`src/rtl/bus_arbiter_pkg.sv`:
```
// -----------------------------------------------------------------------------
// bus_arbiter_pkg
//   Shared definitions for the system-bus arbiter:
//     - state_e       : arbiter FSM states (IDLE / BUSY / RESP)
//     - DEF_*         : default parameter values for bus_arbiter
//     - ptr_width()   : width of the round-robin pointer / winner index
// -----------------------------------------------------------------------------
package bus_arbiter_pkg;

    localparam int DEF_NUM_MASTERS    = 2;
    localparam int DEF_ADDR_WIDTH     = 32;
    localparam int DEF_DATA_WIDTH     = 32;
    localparam int DEF_TIMEOUT_CYCLES = 255;

    typedef enum logic [1:0] {
        IDLE = 2'd0,
        BUSY = 2'd1,
        RESP = 2'd2
    } state_e;

    // Index width for NumMasters requesters; never below one bit.
    function automatic int ptr_width(input int num_masters);
        return (num_masters > 1) ? $clog2(num_masters) : 1;
    endfunction

endpackage : bus_arbiter_pkg

```
`src/rtl/bus_arbiter_rr_pick.sv`:
```
// -----------------------------------------------------------------------------
// rr_pick
//   Combinational round-robin picker: selects the first requester at or after
//   the pointer, wrapping modulo N.
//   Ports:
//     i_req   [N-1:0]   request vector
//     i_ptr   [PW-1:0]  highest-priority index (must be < N)
//     o_gnt   [N-1:0]   one-hot winner, zero when nothing requests
//     o_idx   [PW-1:0]  winner index
//     o_valid           a winner exists
// -----------------------------------------------------------------------------
module rr_pick #(
    parameter int N  = 2,
    parameter int PW = 1
) (
    input  logic [N-1:0]  i_req,
    input  logic [PW-1:0] i_ptr,
    output logic [N-1:0]  o_gnt,
    output logic [PW-1:0] o_idx,
    output logic          o_valid
);

    int unsigned w_cand;

    // NOTE: every signal written here gets a default first, so no path through
    // the block leaves it unassigned and no latch is inferred.
    always_comb begin
        o_gnt   = '0;
        o_idx   = '0;
        o_valid = 1'b0;
        w_cand  = 0;
        for (int i = 0; i < N; i++) begin
            // Candidate index ptr+i folded back into 0..N-1.
            w_cand = int'(i_ptr) + i;
            if (w_cand >= N) begin
                w_cand = w_cand - N;
            end
            if (!o_valid && i_req[w_cand]) begin
                o_valid       = 1'b1;
                o_gnt[w_cand] = 1'b1;
                o_idx         = PW'(w_cand);
            end
        end
    end

endmodule : rr_pick

```
`src/rtl/bus_arbiter.sv`:
```
// -----------------------------------------------------------------------------
// bus_arbiter
//   Round-robin arbiter sharing one system-bus slave path between NumMasters
//   requesters (master 0: core memory interface, master 1: debug SBA).
//   At most one transaction outstanding; request fields are latched at grant
//   and driven as registered bus outputs; the slave response is routed to the
//   granted master only.
//
//   Ports:
//     clk, rst_n        clock, asynchronous active-low reset
//     m_rd / m_wr       per-master read / write request levels
//     m_addr/wdata/be   per-master request fields
//     m_rdata           shared read data, valid with the matching m_done bit
//     m_done / m_fault  one-cycle completion / fault pulse to granted master
//     s_rd/s_wr/s_addr/s_wdata/s_be   registered bus request
//     s_rdata/s_done/s_fault          bus response
//     grant             one-hot current owner, zero when idle
//
//   Optional feature (macro BUS_ARBITER_TIMEOUT_EN): a wait-state counter
//   forces a fault after TimeoutCycles BUSY cycles without a bus response.
//   Without the macro BUSY waits indefinitely.
// -----------------------------------------------------------------------------
module bus_arbiter
    import bus_arbiter_pkg::*;
#(
    parameter int NumMasters    = DEF_NUM_MASTERS,
    parameter int AddrWidth     = DEF_ADDR_WIDTH,
    parameter int DataWidth     = DEF_DATA_WIDTH,
    parameter int TimeoutCycles = DEF_TIMEOUT_CYCLES
) (
    input  logic                                  clk,
    input  logic                                  rst_n,
    input  logic [NumMasters-1:0]                 m_rd,
    input  logic [NumMasters-1:0]                 m_wr,
    input  logic [NumMasters-1:0][AddrWidth-1:0]  m_addr,
    input  logic [NumMasters-1:0][DataWidth-1:0]  m_wdata,
    input  logic [NumMasters-1:0][DataWidth/8-1:0] m_be,
    output logic [DataWidth-1:0]                  m_rdata,
    output logic [NumMasters-1:0]                 m_done,
    output logic [NumMasters-1:0]                 m_fault,
    output logic                                  s_rd,
    output logic                                  s_wr,
    output logic [AddrWidth-1:0]                  s_addr,
    output logic [DataWidth-1:0]                  s_wdata,
    output logic [DataWidth/8-1:0]                s_be,
    input  logic [DataWidth-1:0]                  s_rdata,
    input  logic                                  s_done,
    input  logic                                  s_fault,
    output logic [NumMasters-1:0]                 grant
);

    localparam int PW = ptr_width(NumMasters);
    localparam int BW = DataWidth / 8;

    if (NumMasters < 2 || TimeoutCycles < 1) begin : g_param_check
        $error("bus_arbiter: NumMasters must be >= 2 and TimeoutCycles >= 1");
    end

    // ---------------------------------------------------------------- state
    state_e                r_state;
    state_e                w_state_nxt;
    logic [PW-1:0]         r_ptr;
    logic                  r_s_rd;
    logic                  r_s_wr;
    logic [AddrWidth-1:0]  r_s_addr;
    logic [DataWidth-1:0]  r_s_wdata;
    logic [BW-1:0]         r_s_be;
    logic [NumMasters-1:0] r_grant;
    logic                  r_illegal;

    logic [NumMasters-1:0] w_pick_gnt;
    logic [PW-1:0]         w_pick_idx;
    logic                  w_pick_valid;
    logic                  w_rd_sel;
    logic                  w_wr_sel;
    logic                  w_load;
    logic                  w_complete;
    logic                  w_timeout;

    // ---------------------------------------------------------------- picker
    rr_pick #(
        .N  (NumMasters),
        .PW (PW)
    ) u_rr_pick (
        .i_req   (m_rd | m_wr),
        .i_ptr   (r_ptr),
        .o_gnt   (w_pick_gnt),
        .o_idx   (w_pick_idx),
        .o_valid (w_pick_valid)
    );

    assign w_rd_sel = m_rd[w_pick_idx];
    assign w_wr_sel = m_wr[w_pick_idx];

    // ---------------------------------------------------------------- timeout
`ifdef BUS_ARBITER_TIMEOUT_EN
    localparam int TW = $clog2(TimeoutCycles + 1);

    logic [TW-1:0] r_timer;

    always_ff @(posedge clk or negedge rst_n) begin
        if (!rst_n) begin
            r_timer <= '0;
        end else if (w_load) begin
            r_timer <= '0;
        end else if (r_state == BUSY && !w_complete) begin
            r_timer <= r_timer + 1'b1;
        end
    end

    assign w_timeout = (r_timer == TW'(TimeoutCycles));
`else
    assign w_timeout = 1'b0;
`endif

    // ---------------------------------------------------------------- FSM
    // NOTE: state and datapath registers use non-blocking assignments so every
    // flop samples pre-edge values regardless of block evaluation order.
    always_ff @(posedge clk or negedge rst_n) begin
        if (!rst_n) begin
            r_state <= IDLE;
        end else begin
            r_state <= w_state_nxt;
        end
    end

    // Response pulses are combinational from the slave so the master sees
    // them in the same cycle the bus completes.
    always_comb begin
        w_state_nxt = r_state;
        w_load      = 1'b0;
        w_complete  = 1'b0;
        m_done      = '0;
        m_fault     = '0;
        m_rdata     = '0;
        case (r_state)
            IDLE: begin
                if (w_pick_valid) begin
                    w_load      = 1'b1;
                    w_state_nxt = BUSY;
                end
            end
            BUSY: begin
                // Fault wins over done; an illegal rd+wr request never reaches
                // the bus and is faulted in its first BUSY cycle.
                if (r_illegal || s_fault || w_timeout) begin
                    m_fault    = r_grant;
                    w_complete = 1'b1;
                end else if (s_done) begin
                    m_done     = r_grant;
                    w_complete = 1'b1;
                end
                if (w_complete) begin
                    m_rdata     = s_rdata;
                    w_state_nxt = RESP;
                end
            end
            RESP: begin
                // Dead cycle: lets the master drop its request before the
                // next arbitration.
                w_state_nxt = IDLE;
            end
            default: begin
                w_state_nxt = IDLE;
            end
        endcase
    end

    // ---------------------------------------------------------------- datapath
    always_ff @(posedge clk or negedge rst_n) begin
        if (!rst_n) begin
            r_ptr     <= '0;
            r_s_rd    <= 1'b0;
            r_s_wr    <= 1'b0;
            r_s_addr  <= '0;
            r_s_wdata <= '0;
            r_s_be    <= '0;
            r_grant   <= '0;
            r_illegal <= 1'b0;
        end else if (w_load) begin
            r_s_addr  <= m_addr[w_pick_idx];
            r_s_wdata <= m_wdata[w_pick_idx];
            r_s_be    <= m_be[w_pick_idx];
            r_s_rd    <= w_rd_sel & ~w_wr_sel;
            r_s_wr    <= w_wr_sel & ~w_rd_sel;
            r_illegal <= w_rd_sel & w_wr_sel;
            r_grant   <= w_pick_gnt;
            r_ptr     <= (w_pick_idx == PW'(NumMasters - 1)) ? '0
                                                             : w_pick_idx + PW'(1);
        end else if (w_complete) begin
            // Address/data stay as latched; only the strobes and ownership drop.
            r_s_rd    <= 1'b0;
            r_s_wr    <= 1'b0;
            r_grant   <= '0;
            r_illegal <= 1'b0;
        end
    end

    assign s_rd    = r_s_rd;
    assign s_wr    = r_s_wr;
    assign s_addr  = r_s_addr;
    assign s_wdata = r_s_wdata;
    assign s_be    = r_s_be;
    assign grant   = r_grant;

endmodule : bus_arbiter
```
`config.mk`:
```
export PLATFORM = sky130hd
export DESIGN_NAME = bus_arbiter
export DESIGN_NICKNAME = d
export VERILOG_FILES = /design/src/rtl/bus_arbiter_pkg.sv /design/src/rtl/bus_arbiter_rr_pick.sv /design/src/rtl/bus_arbiter.sv
export SDC_FILE = /design/constraint.sdc
export NUM_CORES = 1
export LEC_CHECK = 0
export BUFFER_PORTS_ARGS = -buffer_cell sky130_fd_sc_hd__buf_2
export CORE_AREA = 4 4 108 110
export CTS_BUF_LIST = sky130_fd_sc_hd__clkbuf_4 sky130_fd_sc_hd__clkbuf_8
export CTS_CLUSTER_DIAMETER = 80
export CTS_CLUSTER_SIZE = 25
export DETAILED_ROUTE_END_ITERATION = 7
export DIE_AREA = 0 0 112 114
export PLACE_DENSITY = 0.73
export SLEW_MARGIN = 20
export SYNTH_ARGS = -nofsm -noshare
export SYNTH_HDL_FRONTEND = slang
export SYNTH_SLANG_ARGS = --single-unit
```
`constraint.sdc`:
```
create_clock -name clk -period 1.7 [get_ports clk]
set_input_delay 0.085 -clock clk [delete_from_list [all_inputs] [get_ports clk]]
set_output_delay 0.085 -clock clk [all_outputs]
set_load 0.02 [all_outputs]
```
* Word-level counts from Yosys, hierarchy flattened
Cells that the tools add are included.
Word-level totals: word-level logic and storage cells 87, bits of input ports 176, output and inout bits 108, register bits after elaboration 76
Operators by class: $add $sub $neg 4, bitwise logic cells 7, reductions and logical operators 8, multiplexer cells 49, order comparisons 7, equal/unequal tests 3
Operators by type and width (count):
- two-way mux 32 bit | 8
- greater-or-equal comparator 32 x 1 -> 1 bit, second input constant | 2
- < comparator 32 x 2 -> 1 bit, second input constant | 2
- greater-or-equal comparator 32 x 2 -> 1 bit, second input constant | 1
- subtractor 32 x 2 -> 32 bit, second input constant | 1
- two-way mux 1 bit | 25
- two-way mux 2 bit | 11
- two-way mux 4 bit | 2
- bitwise OR 2 bit | 2
- one-hot mux 2 bit (2 select lines) | 1
- bitwise AND 1 bit | 3
- logical AND 1 bit | 3
- subtractor 1 x 2 -> 3 bit, second input constant | 1
- adder 1 x 1 -> 2 bit, second input constant | 1
- demux 1 bit (select 1 bit) | 2
- equality test 2 x 1 -> 1 bit, second input constant | 1
- greater-or-equal comparator 1 x 2 -> 1 bit, second input constant | 1
- logical NOT 2 bit | 1
- < comparator 1 x 2 -> 1 bit, second input constant | 1
- != test 2 x 1 -> 1 bit, second input constant | 1
- != test 2 bit, second input constant | 1
- NOT 1 bit | 2
- AND reduction 2 bit | 1
- nonzero test 2 bit | 1
- other kinds (3) | 3

* Longest topological paths before layout
word-level depth 13, gate-level depth with buffers 6, depth with buffers taken out 4

* Cells and area by module
Synthesis repeated with hierarchy kept, for this count alone.
Second synthesis, totals: cells, all modules 379, area total of the unflattened synthesis 3803.6 µm²
By module, submodules not included:
- bus_arbiter | sequential area each 1901.8 µm², instances 1, cells each 374, area an instance 3771.1 µm²
- rr_pick | sequential area each 0.0 µm², instances 1, cells each 5, area an instance 32.5 µm²

* Worst setup path before layout
OpenSTA, ideal clock, no wires.
path type register to output, start point reg r_state[1], end point out m_rdata[0], data required time 1.615 ns, setup slack 0.222 ns, data arrival time 1.393 ns, buffers on the path 1, cell stages (with the launch flop) 6, path through dfrtp_1 -> nand2b_1 -> or2_1 -> inv_1 -> clkbuf_1 -> and2_1
Between the ends: cells in the longest elaborated chain, start to end 2
RTL lines:
- start, declared | line bus_arbiter.sv:60 | state_e r_state;
- start signal, assigned | line bus_arbiter.sv:123 | r_state <= w_state_nxt;
- equality test 2 x 1 -> 1 bit | line bus_arbiter.sv:136 | case (r_state)
- two-way mux 32 bit | line bus_arbiter.sv:136
- end, declared | line bus_arbiter.sv:38 | output logic [DataWidth-1:0] m_rdata,
No other way between the ends.

* Worst setup path after layout
start point reg r_illegal, end point out m_rdata[16]
Between the ends: cells in the longest elaborated chain, start to end 5
RTL lines:
- start, declared | line bus_arbiter.sv:69 | logic r_illegal;
- start signal, assigned | line bus_arbiter.sv:186 | r_illegal <= w_rd_sel & w_wr_sel;
- logical OR 1 bit | line bus_arbiter.sv:146 | if (r_illegal || s_fault || w_timeout) begin
- two-way mux 1 bit | line bus_arbiter.sv:146
- two-way mux 1 bit | line bus_arbiter.sv:136
- two-way mux 32 bit | line bus_arbiter.sv:153 | if (w_complete) begin
- two-way mux 32 bit | line bus_arbiter.sv:136
No other way between the ends. The select of a mux whose other input is x is not followed.

==> results by stage <==
Outcome:
- The run finished, with violations left.
- The final reports fail on negative setup slack.

Floorplanning:
- For this design the top-level I/O count stands at 284.
- The area of the core is 10700 um^2.
- For this configuration, the core starts out at a cell density of 0.3675.
- The initialized floorplan defines 38 standard-cell rows.
- The floorplan step set the die width to 112 um.
- Measured along the y axis, the die boundary spans 114 um.
- The overall die area is 12770 um^2.

Logic synthesis:
- The flip-flop cell with the highest count after synthesis is sky130_fd_sc_hd__dfrtp_1.
- A synthesized cell averages 12.10 um^2.
- The share of synthesized area in the top cell type comes to 0.4838.
- The mapped netlist covers 3931 um^2.
- Yosys printed 0 warnings.
- The count of different cell masters after synthesis is 34.
- After synthesis, the most frequently instantiated cells are sky130_fd_sc_hd__dfrtp_1, sky130_fd_sc_hd__a221o_1, sky130_fd_sc_hd__nor4b_1, sky130_fd_sc_hd__and2_1, sky130_fd_sc_hd__buf_2.
- Of the synthesized area, sequential elements account for 0.4838.
- In the synthesized netlist, the number of instances is 325.
- In the post-synthesis netlist, the cell with the most instances is sky130_fd_sc_hd__dfrtp_1.
- The share of synthesized registers carrying an async set or reset is 1.000.
- When the netlist entered floorplanning its net count stood at 501.
- In the post-synthesis netlist, the biggest area contributors are sky130_fd_sc_hd__dfrtp_1, sky130_fd_sc_hd__a221o_1, sky130_fd_sc_hd__nor4b_1.
- The synthesized design spends more area on one cell type than any other, namely sky130_fd_sc_hd__dfrtp_1.
- The number of enable-type register cells in the synthesized netlist is 0.
- In this run, synthesis produced a sequential element count of 76.

Route:
- The number of DRC markers after the initial detailed-route iteration is 412.
- In this run the remaining antenna-violating nets after routing total 0.
- For this block, wires on met1 add up to 5.755 mm.
- The sum of met3 wire segment lengths after detailed routing is 1.448 mm.
- The final wirelength is 16.28 mm.
- The detailed route wirelength on metal2 is 8.344 mm.
- The detailed-routing iteration count for the pre-antenna-repair pass is 5.
- After detailed routing, the number of vias per cell comes to 5.615.
- The number of DRC violations after detailed routing is 0.
- Signal routing reaches up to met4.
- The routed via count is 4582.
- After detailed routing, the average wire length per cell comes to 19.95 um.

Placement:
- After detailed placement, the design holds a cell count of 721.
- The count of buffers added on input and output ports is 283.
- Detailed placement ended at an HPWL of 10.61 mm.
- OpenSTA, run right after detailed placement, puts the worst setup slack at -55.21 ps.
- At the end of routability-driven placement, the weighted congestion stood at 0.8627.

Layout:
- The relative area change from synthesis to final layout is 73.87%.
- For this run, the post-layout net count is 845.
- Leaving out filler cells and counting taps, the final layout contains 816.
- In the final layout, the share of cells above drive strength 1 is 0.5557.
- After filler insertion, the fill cell instance count of the layout stands at 809.
- Once layout is complete, the utilization of the core stands at 0.6389.

CTS:
- The buffer levels on the longest clock path is 2.
- In this run the number of H-tree levels came out at 3.
- The root buffer cell chosen for the clock tree is sky130_fd_sc_hd__clkbuf_8.
- At the later pin of the worst-skew pair, clock insertion delay measures 350 ps.
- The number of clock buffers added by TritonCTS is 9.
- The clock-pin slew reported for the worst setup and hold paths after clock tree synthesis is 70 ps.
- The number of sinks on the clock net is 76.
- TritonCTS built the clock tree.

GRT:
- The total global routing overflow is 0.
- The number of antenna violations at the first check in global routing was 3.
- The first-pass GRT wire length is 24.36 mm.
- The number of global-route vias before repair is 4812.
- For this run, the total global-route usage over all layers was measured as 0.2407.
- The pin count of the biggest net entering global routing is 44.

Power:
- The leakage dissipation is 3.238 nW.
- Dividing total power by cell area gives a power density of 1768 nW/um^2.
- VDD sags by at most 1079 uV.

Timing:
- Final hold analysis gives a worst-case slack of 32.11 ps.
- The final total negative setup slack is -1960 ps.
- For this run, the top clock speed supported by timing is 552.6 MHz.
- The max-slew violation count is 0.
- The setup slack of the critical path after layout is -109.7 ps.
- The number of setup violations in the final report is 31.
- The final clock skew is 8.862 ps.
- For the pin with the worst max-slew slack, the measured transition is 473.1 ps.
- The share of the clock period used by the worst path after layout is 1.065.
- Setup repair after global routing could not meet its margin everywhere.
- The clock period minus final worst setup slack is 1810 ps.
- In this run the tightest slew margin relative to its limit is 0.6846.
- The number of hold violations in the final report came to 0.

Job:
- Max-cap violations in this run came to 0.

Setup path:
- For this run, the slowest stage of the critical path takes 400 ps.
- The required arrival time at the worst endpoint is 1620 ps.
- The buffer and inverter count on the worst path is 2.
- The type of element launching the critical path is a register.
- The critical path starts at r_illegal.
- The worst setup path is captured at a primary output.
- The largest driver fanout on the critical path is 8.
- The cell type group with the largest total delay on the critical path is simple AND/OR/NAND/NOR gates.
- The slowest stage cell on the critical path is sky130_fd_sc_hd__dfrtp_1.
- The start-to-end type of the worst setup path is register to primary output.
- Data arrives at the worst endpoint at 1720 ps.
- Walking the worst path, the cells encountered are nor3_2, or2_4, clkinvlp_4, and2_4, buf_6.
- The worst-case register-to-register setup slack is 120 ps.
- The launching point of the worst reg2reg path is r_ptr.

Worst hold path:
- In this run the most critical hold path is launched from m_wdata[62].
- The min-delay analysis places its worst path in the category input port to register.
-- layout make-up --
| class | count | area, um^2 | share of cell area |
|---|---|---|---|
| timing repair buffer | 371 | 2575 | 0.3767 |
| multi-input combinational | 206 | 1938 | 0.2835 |
| sequential | 76 | 1902 | 0.2782 |
| tap | 140 | 175.2 | 0.02563 |
| clock buffer | 10 | 137.6 | 0.02014 |
| clock inverter | 5 | 62.56 | 0.009152 |
| timing repair inverter | 4 | 30.03 | 0.004393 |
| inverter | 1 | 7.507 | 0.001098 |
| antenna | 3 | 7.507 | 0.001098 |
-- sequential cells by signal, summed over array words and instances (netlist names) --
| name | count |
|---|---|
| r_state | 2 |
| r_illegal | 1 |
| s_addr | 32 |
| s_be | 4 |
| s_rd | 1 |
| grant | 2 |
| s_wdata | 32 |
| r_ptr | 1 |
| s_wr | 1 |
-- worst paths after layout --
path                                to  cells after the start
hold / removal             s_wdata[30]                      2
max in group asynchronous         s_rd                      3
min in group asynchronous    s_addr[8]                      2
setup reg to reg             s_addr[3]                      4
hold reg to reg             s_wdata[1]                      1
setup / recovery           m_rdata[16]                      5
-- power breakdown --
group / total, mW / internal, mW / switching [mW]
Clock: 1.39 / 0.714 / 0.675
Sequential: 3.26 / 2.72 / 0.538
Combinational: 7.44 / 3.28 / 4.16
-- placed cells by master (no fill, tap or decap), types with 3 or more instances in the layout --
| cell type | instances |
|---|---|
| sky130_fd_sc_hd__a221o_1 | 68 |
| sky130_fd_sc_hd__buf_2 | 250 |
| sky130_fd_sc_hd__diode_2 | 3 |
| sky130_fd_sc_hd__clkinvlp_4 | 7 |
| sky130_fd_sc_hd__dlygate4sd3_1 | 70 |
| sky130_fd_sc_hd__buf_12 | 9 |
| sky130_fd_sc_hd__and2_1 | 9 |
| sky130_fd_sc_hd__clkbuf_8 | 10 |
| sky130_fd_sc_hd__buf_6 | 34 |
| sky130_fd_sc_hd__nand2_1 | 3 |
| sky130_fd_sc_hd__nor2_1 | 5 |
| sky130_fd_sc_hd__and2_4 | 25 |
| sky130_fd_sc_hd__nor4b_1 | 51 |
| sky130_fd_sc_hd__nor4b_2 | 17 |
| sky130_fd_sc_hd__buf_4 | 8 |
| sky130_fd_sc_hd__dfrtp_1 | 76 |
-- layer usage --
| layer | track usage | vias to the layer above |
|---|---|---|
| met5 | 0 | - |
| met4 | 0.1290 | 0 |
| met3 | 0.06844 | 60 |
| met2 | 0.4233 | 304 |
| met1 | 0.2639 | 2204 |
| li1 | - | 2014 |
-- timing repair --
action                                  CTS  global route
endpoints found under the setup margin   32            61
hold buffers                             69             1
hold endpoints to repair                104             1
setup buffers                             3             0
gates resized for setup                  81            26
gates cloned                              4             0
pin swaps                                34             4
-- worst register-to-register path, cell delays in order (launching register included) --
cell	delay, ps
sky130_fd_sc_hd__dfrtp_1	440
sky130_fd_sc_hd__o21a_2	370
sky130_fd_sc_hd__buf_12	260
sky130_fd_sc_hd__nor4b_1	110
sky130_fd_sc_hd__a221o_1	270
-- metrics by stage --
step	area, um^2	total power [mW]
after detailed placement	5542	9.809
after global placement	5542	9.682
after global routing	6835	12.74
after CTS	6716	11.89
final	6835	12.08
after floorplan	3931	7.520
-- kinds of logic after synthesis --
| kind of cell | after synthesis | share of synthesized area |
|---|---|---|
| flip-flops | 76 | 0.4838 |
| AND/OR/NAND/NOR | 123 | 0.2524 |
| AO/OA/AOI/OAI | 83 | 0.2053 |
| buffers and inverters | 43 | 0.05856 |
Power figures use the tool's default switching activity.
